[src/rtl/hes_stream_ctrl.sv]
// Byte-stream XOR cipher controller: one output register stage, keystream byte
// taken from a shared external S-box indexed by (key + byte index).
module hes_stream_ctrl (
  input  logic       clk,
  input  logic       rst,
  input  logic       start,
  input  logic [7:0] key,
  input  logic [8:0] msg_len,
  input  logic       abort,
  input  logic       in_valid,
  input  logic [7:0] in_data,
  output logic       in_ready,
  output logic       out_valid,
  output logic [7:0] out_data,
  output logic       out_last,
  input  logic       out_ready,
  output logic [7:0] sbox_addr,
  input  logic [7:0] sbox_data,
  output logic       busy,
  output logic       done,
  output logic       err,
  output logic [8:0] byte_count
);

  localparam logic [1:0] S_IDLE  = 2'd0;
  localparam logic [1:0] S_RUN   = 2'd1;
  localparam logic [1:0] S_DRAIN = 2'd2;
  localparam logic [1:0] S_DONE  = 2'd3;

  logic [1:0] r_state;
  logic [7:0] r_key;
  logic [8:0] r_len;
  logic [8:0] r_idx;
  logic [8:0] r_cnt;
  logic       r_out_valid;
  logic [7:0] r_out_data;
  logic       r_out_last;
  logic       r_err;

  logic w_in_hs;
  logic w_out_hs;
  logic w_last_in;

  // rst gates in_ready combinationally so no byte is taken in the reset cycle
  assign in_ready   = !rst && (r_state == S_RUN) && (!r_out_valid || out_ready);
  assign w_in_hs    = in_valid && in_ready;
  assign w_out_hs   = r_out_valid && out_ready;
  assign w_last_in  = (r_idx == (r_len - 9'd1));

  assign sbox_addr  = r_key + r_idx[7:0];
  assign out_valid  = r_out_valid;
  assign out_data   = r_out_data;
  assign out_last   = r_out_last;
  assign busy       = (r_state != S_IDLE);
  assign done       = (r_state == S_DONE);
  assign err        = r_err;
  assign byte_count = r_cnt;

  always_ff @(posedge clk) begin
    if (rst) begin
      r_state     <= S_IDLE;
      r_key       <= 8'd0;
      r_len       <= 9'd0;
      r_idx       <= 9'd0;
      r_cnt       <= 9'd0;
      r_out_valid <= 1'b0;
      r_out_data  <= 8'd0;
      r_out_last  <= 1'b0;
      r_err       <= 1'b0;
    end else begin
      r_err <= start && (r_state != S_IDLE);
      case (r_state)
        S_IDLE: begin
          if (start) begin
            r_key   <= key;
            r_len   <= msg_len;
            r_idx   <= 9'd0;
            r_cnt   <= 9'd0;
            r_state <= (msg_len == 9'd0) ? S_DONE : S_RUN;
          end
        end
        S_RUN, S_DRAIN: begin
          if (abort) begin
            r_state     <= S_IDLE;
            r_out_valid <= 1'b0;
            r_out_last  <= 1'b0;
          end else begin
            // a new byte overwrites the register even while the old one leaves
            if (w_in_hs) begin
              r_out_data  <= in_data ^ sbox_data;
              r_out_valid <= 1'b1;
              r_out_last  <= w_last_in;
              r_idx       <= r_idx + 9'd1;
              r_cnt       <= r_cnt + 9'd1;
              if (w_last_in) r_state <= S_DRAIN;
            end else if (w_out_hs) begin
              r_out_valid <= 1'b0;
              r_out_last  <= 1'b0;
            end
            if ((r_state == S_DRAIN) && w_out_hs && r_out_last) r_state <= S_DONE;
          end
        end
        S_DONE:  r_state <= S_IDLE;
        default: r_state <= S_IDLE;
      endcase
    end
  end

endmodule

[config.mk]
export PLATFORM = sky130hd
export DESIGN_NAME = hes_stream_ctrl
export DESIGN_NICKNAME = d
export VERILOG_FILES = /design/src/rtl/hes_stream_ctrl.sv
export SDC_FILE = /design/constraint.sdc
export NUM_CORES = 1
export LEC_CHECK = 0
export ABC_AREA = 1
export CAP_MARGIN = 20
export CORE_UTILIZATION = 49
export CTS_CLUSTER_DIAMETER = 60
export DETAILED_ROUTE_END_ITERATION = 10
export PLACE_DENSITY = 0.8
export SLEW_MARGIN = 30
export SYNTH_ARGS = -nofsm -noshare
export SYNTH_HDL_FRONTEND = slang
export SYNTH_SLANG_ARGS = --single-unit
[constraint.sdc]
create_clock -name clk -period 2.2 [get_ports clk]
set_input_delay 0.33 -clock clk [delete_from_list [all_inputs] [get_ports clk]]
set_output_delay 0.33 -clock clk [all_outputs]
set_load 0.1 [all_outputs]
# Word-level counts from Yosys, hierarchy flattened
# Cells that the tools add are included.
[totals]
register_bits = 48
output_inout_bits = 31
[op_classes]
addsub = 4
n_eq_ne = 9
muxes = 19
bitwise = 2
reduce_logical = 21
[op_table]
columns = ["cell", "n"]
rows = [
  ["two-way mux 9 bit", 5],
  ["case mux 9 bit (2 select lines)", 2],
  ["adder 9 x 1 -> 9 bit, second input constant", 2],
  ["two-way mux 2 bit", 6],
  ["== test 9 bit", 1],
  ["zero test 9 bit", 1],
  ["subtractor 9 x 1 -> 9 bit, second input constant", 1],
  ["adder 8 bit", 1],
  ["inequality test 4 bit, second input constant", 2],
  ["XOR 8 bit", 1],
  ["logical AND 1 bit", 7],
  ["inequality test 2 bit, second input constant", 3],
  ["case mux 2 bit (3 select lines)", 1],
  ["AND reduction 3 bit", 2],
  ["two-way mux 1 bit", 5],
  ["== test 2 bit, second input constant", 2],
  ["AND reduction 2 bit", 2],
  ["AND reduction 4 bit", 1],
  ["nonzero test 2 bit", 2],
  ["nonzero test 3 bit", 1],
  ["== test 2 x 1 -> 1 bit, second input constant", 1],
  ["zero test 1 bit", 2],
  ["zero test 2 bit", 1],
  ["OR reduction 2 bit", 1],
  ["2 further kinds", 2],
]

# Longest topological paths before layout
[logic_depth]
depth_word = 8
depth_mapped = 15
ltp_nobuf = 15

# Least setup slack after synthesis
# Ideal clock, no wire load.
[synth_timing]
path_kind = "flip-flop to output port"
start = "register r_idx[0]"
end = "output port sbox_addr[6]"
arrival_time_ns = 2.913
t_required_ns = 1.870
path_slack_ns = -1.043
stages_incl_launch_ff = 8
path_buffers = 0
path_cell_list = "dfxtp_1 -> ha_1 -> inv_1 -> fa_1 -> o21ai_0 -> a21oi_1 -> o21ai_0 -> xor2_1"
[synth_via]
elab_chain_len = 1
[synth_lines]
columns = ["item", "line_no", "rtl"]
rows = [
  ["start: declaration", "33", "logic [8:0] r_idx;"],
  ["start signal: assignment", "93", "r_idx <= r_idx + 9'd1;"],
  ["adder 8 bit", "50", "assign sbox_addr = r_key + r_idx[7:0];"],
  ["end: declaration", "17", "output logic [7:0] sbox_addr,"],
]
# No other way between the ends.

# Final worst setup path
[layout_timing]
start = "register r_key[2]"
end = "output port sbox_addr[7]"
[layout_via]
elab_chain_len = 1
[layout_lines]
columns = ["item", "line_no", "rtl"]
rows = [
  ["start: declaration", "31", "logic [7:0] r_key;"],
  ["start signal: assignment", "75", "r_key <= key;"],
  ["adder 8 bit", "50", ""],
]
# No other way between the ends.

==> impl_metrics.env <==
export IMPL_dp_hpwl_mm=5.08
export IMPL_start_kind="register"
export IMPL_synth_seq_area_share_pct=35.1
export IMPL_p_int_uw=2130
export IMPL_total_power_uw=4260
export IMPL_h_tree_depth=2
export IMPL_regArea_um2=970
export IMPL_cp_slowest_cell="dfxtp_2"
export IMPL_drv_cap=0
export IMPL_r2r_slack_ns=0.24
export IMPL_initial_core_util_pct=52.2
export IMPL_irDropWorstVdd_mv=0.881
export IMPL_fin_cells=536
export IMPL_synth_cells=378
export IMPL_yosysMostFrequentCell="nand2_1"
export IMPL_reg2reg_from="r_state[0]"
export IMPL_clock_skew_final_ns=0.00920
export IMPL_vias=2698
export IMPL_fin_area_mm2=0.00393
export IMPL_grt_max_degree=25
export IMPL_netlist_top_cells_count="nand2_1, nor2_1, inv_1"
export IMPL_drive_gt1_share_pct=20.4
export IMPL_netlist_area_leader_share_pct=35.1
export IMPL_p_clk_share_pct=12.6
export IMPL_p_seq_share_pct=26.6
export IMPL_cpLargestDelayFamily="compound AO/OA/AOI/OAI gates"
export IMPL_cp_end_kind="primary output"
export IMPL_die_w_um=76.7
export IMPL_fp_dieH_um=76.7
export IMPL_rsz0062_at_grt="yes"
export IMPL_power_switching_uw=2130
export IMPL_final_setup_viol_count=3
export IMPL_outcome="complete, but fails checks"
export IMPL_holdWs_ns=0.468
export IMPL_synth_seq_cells=48
export IMPL_post_route_period_util_pct=108
export IMPL_routabilityCongestion=0.867
export IMPL_numPortBuffers=69
export IMPL_fin_tns_setup_ns=-0.463
export IMPL_swShare_pct=50.0
export IMPL_yosysUniqueCellTypes=33
export IMPL_io_pins=70
export IMPL_drcViolationCount=0
export IMPL_ctsRootBufferMaster="clkbuf_8"
export IMPL_antenna_found_initial=0
export IMPL_worst_path_max_fanout=4
export IMPL_drv_slew=0
export IMPL_ff2ff_path_depth=11
export IMPL_yosys_warnings=0
export IMPL_worst_path_stages=10
export IMPL_power_leakage_uw=0.00171
export IMPL_crit_required_ns=1.87
export IMPL_yosys_top_cells_area="dfxtp_1, nand2_1, nor2_1, inv_1, a21oi_1"
export IMPL_maxSlewHeadroom_pct=67.0
export IMPL_setup_ws_ns=-0.182
export IMPL_cts_hold_buffers=0
export IMPL_failed_checks="negative setup slack"
export IMPL_timing_fmax_mhz=420
export IMPL_cts_made_buffers=5
export IMPL_diodes=0
export IMPL_overflow=0
export IMPL_syn_nets=432
export IMPL_multiInputGateArea_mm2=0.00169
export IMPL_drtPass1Iterations=5
export IMPL_synth_edf_count=0
export IMPL_rows=26
export IMPL_cts_tree="yes"
export IMPL_timing_rr_end="r_idx[7]"
export IMPL_routedWlPerCell_um=12.4
export IMPL_drt_iter0_drc=177
export IMPL_min_from="r_len[8]"
export IMPL_clk_latency_ns=0.30
export IMPL_dieArea_mm2=0.00588
export IMPL_grt_pass1_vias=2514
export IMPL_drt_vias_per_instance=5.03
export IMPL_area_growth_synth_to_final_pct=43.6
export IMPL_worstSetupPathType="register to primary output"
export IMPL_final_hold_viol_count=0
export IMPL_syn_avg_cell_area_um2=7.23
export IMPL_place_area_mm2=0.00372
export IMPL_detail_route_antenna_nets=0
export IMPL_nets=519
export IMPL_gr_usage_all_layers_pct=23.7
export IMPL_worst_slew_pin_slew_ns=0.492
export IMPL_n_fill_cell=413
export IMPL_crit_chain="ha_4, a21oi_4, nand2_2, a21oi_2, o21bai_1, nand2_1, nand2_1, a21oi_4, xor2_4, buf_12"
export IMPL_power_density_mw_per_mm2=1090
export IMPL_synth_area_leader_cell="dfxtp_1"
export IMPL_cts_buffer_depth=2
export IMPL_dp_cells=522
export IMPL_crit_arrival_ns=2.05
export IMPL_min_path_cells=2
export IMPL_hold_end="r_len[8]"
export IMPL_max_stage_delay_ns=0.35
export IMPL_hold_path_class="register to register"
export IMPL_clkTransAtPathRegs_ns=0.08
export IMPL_synthesis_area_mm2=0.00273
export IMPL_yosys_most_used_dff="dfxtp_1"
export IMPL_cts_sinks=48
export IMPL_combPwrFrac_pct=60.8
export IMPL_min_period_ns=2.38
export IMPL_grt_pass1_wl_mm=11.1
export IMPL_worst_path_buf_inv=1
export IMPL_finalWirelength_mm=6.66
export IMPL_ys_async_sr_fraction_pct=0
export IMPL_design_core_area_mm2=0.00524
-- routing by layer --
layer / track usage, % / share of wire (%) / vias up
met3: 4.64 / 4.6 / 15
li1: - / - / 1384
met2: 43.6 / 51 / 73
met5: 0 / 0 / -
met1: 27.2 / 43 / 1226
met4: 7.50 / 1.4 / 0
-- final cells by class --
type / instances / share of cell area, %
Sequential cell: 48 / 24.7
Multi-Input combinational cell: 271 / 43.1
Clock buffer: 6 / 2.10
Clock inverter: 2 / 0.255
Tap cell: 70 / 2.23
Timing Repair Buffer: 90 / 22.8
Inverter: 49 / 4.78
-- cell usage in the layout (no fill, tap or decap), types with 6 or more instances in the layout --
cell,instances
nand3_1,13
a21oi_1,32
clkbuf_8,6
inv_1,47
dfxtp_1,43
nand2_1,63
nor2_1,51
clkdlybuf4s50_1,38
xor2_1,6
o21ai_0,34
ha_1,12
buf_4,42
nor3_1,6
buf_12,10
xnor2_1,11
-- logic make-up (layout without fill, tap and decap cells) --
logic type               Yosys count  after routing  share of synthesized area, %
AND/OR/NAND/NOR                  151            151                          25.3
AO/OA/AOI/OAI                     81             81                          15.6
buffers and inverters             59            147                          8.60
flip-flops                        48             48                          35.1
XOR/XNOR                          24             24                          8.19
adder cells (fa/ha/maj)           15             15                          7.14
-- worst register-to-register path, stage by stage (launching register included) --
cell	delay [ns]
dfxtp_1	0.39
inv_1	0.08
ha_1	0.26
clkinvlp_4	0.16
nor2_1	0.08
a21oi_2	0.15
nand2_4	0.16
nor3_4	0.24
nand3_2	0.12
o21ai_1	0.14
nand2_1	0.06
nor2_1	0.07
-- power groups by stage --
| stage | clock, uW | sequential, uW | combinational, uW |
|---|---|---|---|
| 2_1_floorplan | 0 | 1320 | 1640 |
| 3_5_place_dp | 0 | 1140 | 2530 |
| 5_1_grt | 584 | 1150 | 2780 |
| 3_3_place_gp | 0 | 1130 | 2490 |
| 4_1_cts | 550 | 1130 | 2560 |
| 6_report | 539 | 1130 | 2590 |
-- registers in the layout (all words and copies together) (netlist names), 2 cells and up --
signal,count
r_key,8
r_idx,9
r_len,9
byte_count,9
r_state,2
out_data,8
-- stage by stage --
stage / setup slack, ns / utilization, %
2_1_floorplan: -0.384 / -
3_3_place_gp: 0.0871 / 71.0
3_5_place_dp: 0.0208 / 71.0
4_1_cts: -0.179 / 73.6
5_1_grt: -0.302 / 74.9
6_report: -0.182 / 74.9
-- what timing repair did --
item | CTS | global route
gates cloned | 0 | 0
gates resized for setup | 7 | 10
buffers inserted | 4 | 3
endpoints found under the setup margin | 4 | 4
pin swaps | 2 | 2
-- worst max-delay path by stage --
stage             start            to  slack [ns]
2_1_floorplan  r_idx[0]  sbox_addr[6]       -0.38
3_3_place_gp   r_key[0]  sbox_addr[6]        0.09
3_5_place_dp   r_key[0]  sbox_addr[6]        0.02
4_1_cts        r_key[0]  sbox_addr[6]       -0.18
5_1_grt        r_key[2]  sbox_addr[7]       -0.30
6_report       r_key[2]  sbox_addr[7]       -0.18
Power figures use the tool's default switching activity.
==> variant 1 (same settings) <==
Make the reset (`rst`) asynchronous in one clocked block.
--- a/src/rtl/hes_stream_ctrl.sv
+++ b/src/rtl/hes_stream_ctrl.sv
@@ -57,5 +57,5 @@
   assign byte_count = r_cnt;
 
-  always_ff @(posedge clk) begin
+  always_ff @(posedge clk or posedge rst) begin
     if (rst) begin
       r_state     <= S_IDLE;
Behaviour: differs if rst is asserted again (counterexample within 4 cycles, from zero or initial values and one cycle with rst high); with rst held inactive, the same outputs for 4 cycles.
==> variant 1 against the unedited design <==
  * The flow still finishes with violations (setup timing)
  * Cell area is 8.8% higher
  * Area after synthesis is 7.6% higher
  * Sequential cell count did not move
  * Total power is 46% higher
  * Clock skew shrank 0.0032 ns
  * Critical path depth down 2
  * Critical endpoint is now sbox_addr[6]
  * Setup slack got worse by 0.046 ns
  * Wire length up 20%
==> variant 1: results (changes against the unedited design) <==
The pre-CTS setup slack is 0.0385 ns (+0.0176 ns), and the final worst setup slack is -0.228 ns (-0.0460 ns). The post-synthesis async set-or-reset flop share was 100% (+100 points); the number of setup violations in the final report was 5 (+2). The global routing met2 resource utilization is 45.7% (+2.2 points). The iteration count of the initial detailed-routing pass came out at 4 (-1). For the net count of the mapped netlist, the log shows 430 (-0.46%). The worst clock skew is 0.00595 ns (-0.00325 ns), and the final layout net count is 522 (+0.58%).

The run gives 25.9% (+2.2 points) as the global router's overall resource usage. The sum of negative setup slack was -0.842 ns (-0.378 ns); the global-route wire length before repair was 12600 um (+13%). The pin count of the biggest net entering global routing is 29 (+16%).

The checks that failed: setup timing. Final worst hold slack: 0.415 ns (-0.0536 ns). The ratio of cells with drive above 1 in the final layout works out to 23.7% (+3.3 points). The per-cell via count in the routed design was 5.24 (+4.2%). The portion of the post-synthesis area used by sequential elements was 40.9% (+5.7 points); the met1 usage in global routing was 31.2% (+4.0 points).

The worst voltage drop across the vdd grid is 1.25 mV (+42%), and the warning count from the yosys run is 0 (unchanged). Sorting the synthesized cells by how often they occur yields nand2_1, dfrtp_1, inv_1. The clock latency on the worst-skew pair is 0.30 ns (about the same), and the number of global-route vias before repair is 2784 (+11%). The worst min-delay path category is in2async. The leakage component of the power was 2.02 nW (+19%); the count of cell types in the netlist was 34 (+3.0%).

The per-cell routed wire length is 14.8 um (+19%). The run finished, with violations left. Worst-margin pin slew: 0.576 ns (+0.0847 ns). The count of routing violations after the opening detailed-route iteration was 189 (+6.8%).

The global-route track usage on met3 was 4.69% (+0.043 points). Ranked by total cell area, the synthesized netlist is headed by dfrtp_1, nand2_1, ha_1, inv_1, xnor2_1.
==> variant 1: kinds of logic after synthesis <==
| family | count (synthesis) | synth area share (%) |
|---|---|---|
| and+or+nand+nor | 176 | 25.7 |
| xor gates and xnor gates | 26 | 8.26 |
| DFF | 48 | 40.9 |
| buffers and inverters | 56 | 7.79 |
| AOI/OAI and AO/OA | 55 | 10.7 |
| adders and majority gates | 15 | 6.64 |
==> variant 1: critical path: stages, from the launching register on <==
cell and delay (ns):
dfrtp_1 0.44, inv_1 0.15, fa_2 0.42, o21ai_4 0.15
a21oi_1 0.08, nor2_1 0.11, nor2_2 0.08, xnor2_4 0.18
buf_12 0.19
==> variant 1: cell type report <==
class / instances / area, um2
clock buffers: 5 / 68.8
clock inverters: 2 / 60.1
fillers: 361 / 1370
inverters: 50 / 194
multi-input cells: 272 / 1730
flip-flops and latches: 48 / 1200
well taps: 72 / 90.1
repair buffers: 91 / 927
==> variant 1: final timing paths <==
check	depth (start not counted)	startpoint	to
setup / recovery	8	r_idx[1]	sbox_addr[6]
hold / removal	2	rst	r_state[1]
max in group asynchronous	3	rst	r_idx[2]
min in group clk	2	out_data[4]	out_data[4]
hold reg to reg	2	out_data[4]	out_data[4]
setup reg to reg	12	r_len[0]	r_state[1]
==> variant 1: stage by stage <==
step	instances	total power [mW]	area (um2)
finish	540	6.21	4270
global route	540	6.57	4270
CTS	536	6.09	4180
global placement	523	5.22	3960
detailed placement	523	5.30	3960
floorplan	376	4.16	3070
==> variant 1: report_power, final <==
part | leakage [nW] | internal (mW) | total [mW] | switching (mW)
combinational | 1.34 | 1.33 | 4.07 | 2.74
sequential | 0.625 | 1.14 | 1.39 | 0.252
clock | 0.0642 | 0.447 | 0.745 | 0.297
==> variant 1: repair_timing <==
action | CTS | global route
resized for setup | 11 | 10
setup buffers | 6 | 4
pin swaps | 3 | 5
endpoints found under the setup margin | 4 | 5
endpoints found under the hold margin | 0 | 0
==> variant 1: layer usage <==
metal  wire length (um)  vias to the layer above
met5                  0                        -
met4                273                        0
met3                335                       24
met2               4010                      100
met1               3350                     1325
li1                   -                     1382
==> variant 2 (config.mk and constraints unchanged) <==
Made on the original files. Register the output `byte_count` once more, without a reset; this adds one clock of latency there. The other outputs are not delayed to match.
--- a/src/rtl/hes_stream_ctrl.sv
+++ b/src/rtl/hes_stream_ctrl.sv
@@ -55,5 +55,7 @@
   assign done       = (r_state == S_DONE);
   assign err        = r_err;
-  assign byte_count = r_cnt;
+  always_ff @(posedge clk) begin
+    byte_count <= r_cnt;
+  end
 
   always_ff @(posedge clk) begin
Check against the original RTL: not equivalent (a bounded check fails within 4 cycles, from zero or initial values and one cycle with rst high).
==> variant 2 against the unedited design <==
  * The flow still finishes with violations (setup timing)
  * Wire length grew 7.2%
  * Non-clock buffer count increased by 2
  * Setup slack worse by 0.042 ns
  * Area after synthesis grew 5.1%
  * Clock skew fell by 0.0013 ns
  * Combinational power shrank 4%
  * Worst hold slack worse by 0.095 ns
  * Via count rose by 6.0%
  * Sequential cell count rose by 9
  * Register-to-register slack got worse by 0.07 ns
  * Cell area grew 6.0%
  * Total power increased by 13%
  * Sequential power increased by 15%
  * Core utilization decreased by 0.31 points
  * Critical endpoint unchanged
==> variant 2: results (changes against the unedited design) <==
For the sum of negative setup slack, the log shows -0.463 ns (+0.000288 ns). The tools report the clock latency on the worst-skew pair as 0.34 ns (+0.04 ns). For hold timing, the worst endpoint is byte_count[2]. The tools report the pre-CTS setup slack as -0.0120 ns (-0.0328 ns). The worst register-to-register path ends at r_idx[6].

The ratio of cells with drive above 1 in the final layout is 21.9% (+1.5 points), and the iteration count of the initial detailed-routing pass is 4 (-1). The number of clock buffers inserted by TritonCTS is 9 (+4). The hold path startpoint was r_cnt[2]. The count of cell types in the netlist was 36 (+9.1%); the global-route wire length before repair was 12000 um (+7.4%). The logs give 5350 um (+5.3%) for the estimated wirelength of the detail-placed design and 210 (+19%) for the count of routing violations after the opening detailed-route iteration. The run gives 4 (+1) as the number of setup violations in the final report. The final instance count without filler cells came out at 552 (+3.0%). The net switching fraction of the power was 44.9% (-5.1 points).

The tools report the length of routed wiring on met1 as 2960 um (+3.6%). The tools report the count of H-tree levels built during CTS as 3 (+1). The run finished, with violations left.

The logs give 385 um (+25%) for the sum of met3 wire segment lengths after detailed routing and 21.3% (+8.7 points) for the relative contribution of the clock network to total power. Sorting the synthesized cells by how often they occur yields dfxtp_1, nand2_1, nor2_1. The overall via count from detail_route came out at 2859 (+6.0%).

The final reports fail on setup timing. For the number of global-route vias before repair, the log shows 2757 (+9.7%). The post-place instance area is 3870 um2 (+4.1%). The tools report the worst voltage drop across the vdd grid as 0.988 mV (+12%). Sorting the synthesized cells by area gives the leading types as dfxtp_1, nand2_1, nor2_1, o21ai_0, a21oi_1.

Arrival time of the worst setup path: 2.09 ns (+0.04 ns). The final worst setup slack was -0.225 ns (-0.0423 ns). The clock distribution power came out at 1.03 mW (+91%).
[variant 2: cell families after synthesis]
group / after synthesis / synth area share (%)
flops: 57 / 39.7
compound gates: 82 / 15.5
simple gates: 149 / 23.3
buf+inv: 55 / 7.93
fa+ha+maj: 15 / 6.79
xor+xnor: 22 / 6.71
[variant 2: timing repair]
action | CTS | global route
gates resized for setup | 8 | 2
endpoints found under the hold margin | 0 | 0
buffers inserted | 5 | 3
pin swaps | 11 | 5
setup endpoints to repair | 4 | 8
[variant 2: final cells by class]
cell class	count	area, um2
Timing Repair Buffer	92	898
Inverter	47	185
Sequential cell	57	1150
Clock inverter	2	35.0
Multi-Input combinational cell	268	1630
Tap cell	72	90.1
Fill cell	415	1410
Clock buffer	14	173
[variant 2: worst max-delay path, stage by stage (launching register included)]
cell and delay [ns]:
dfxtp_4 0.36, ha_4 0.25, a21oi_2 0.14, nand2_2 0.06
nand2_1 0.06, nand2_1 0.06, a21oi_2 0.13, o21ai_1 0.08
a21oi_2 0.23, xor2_4 0.19, buf_12 0.19
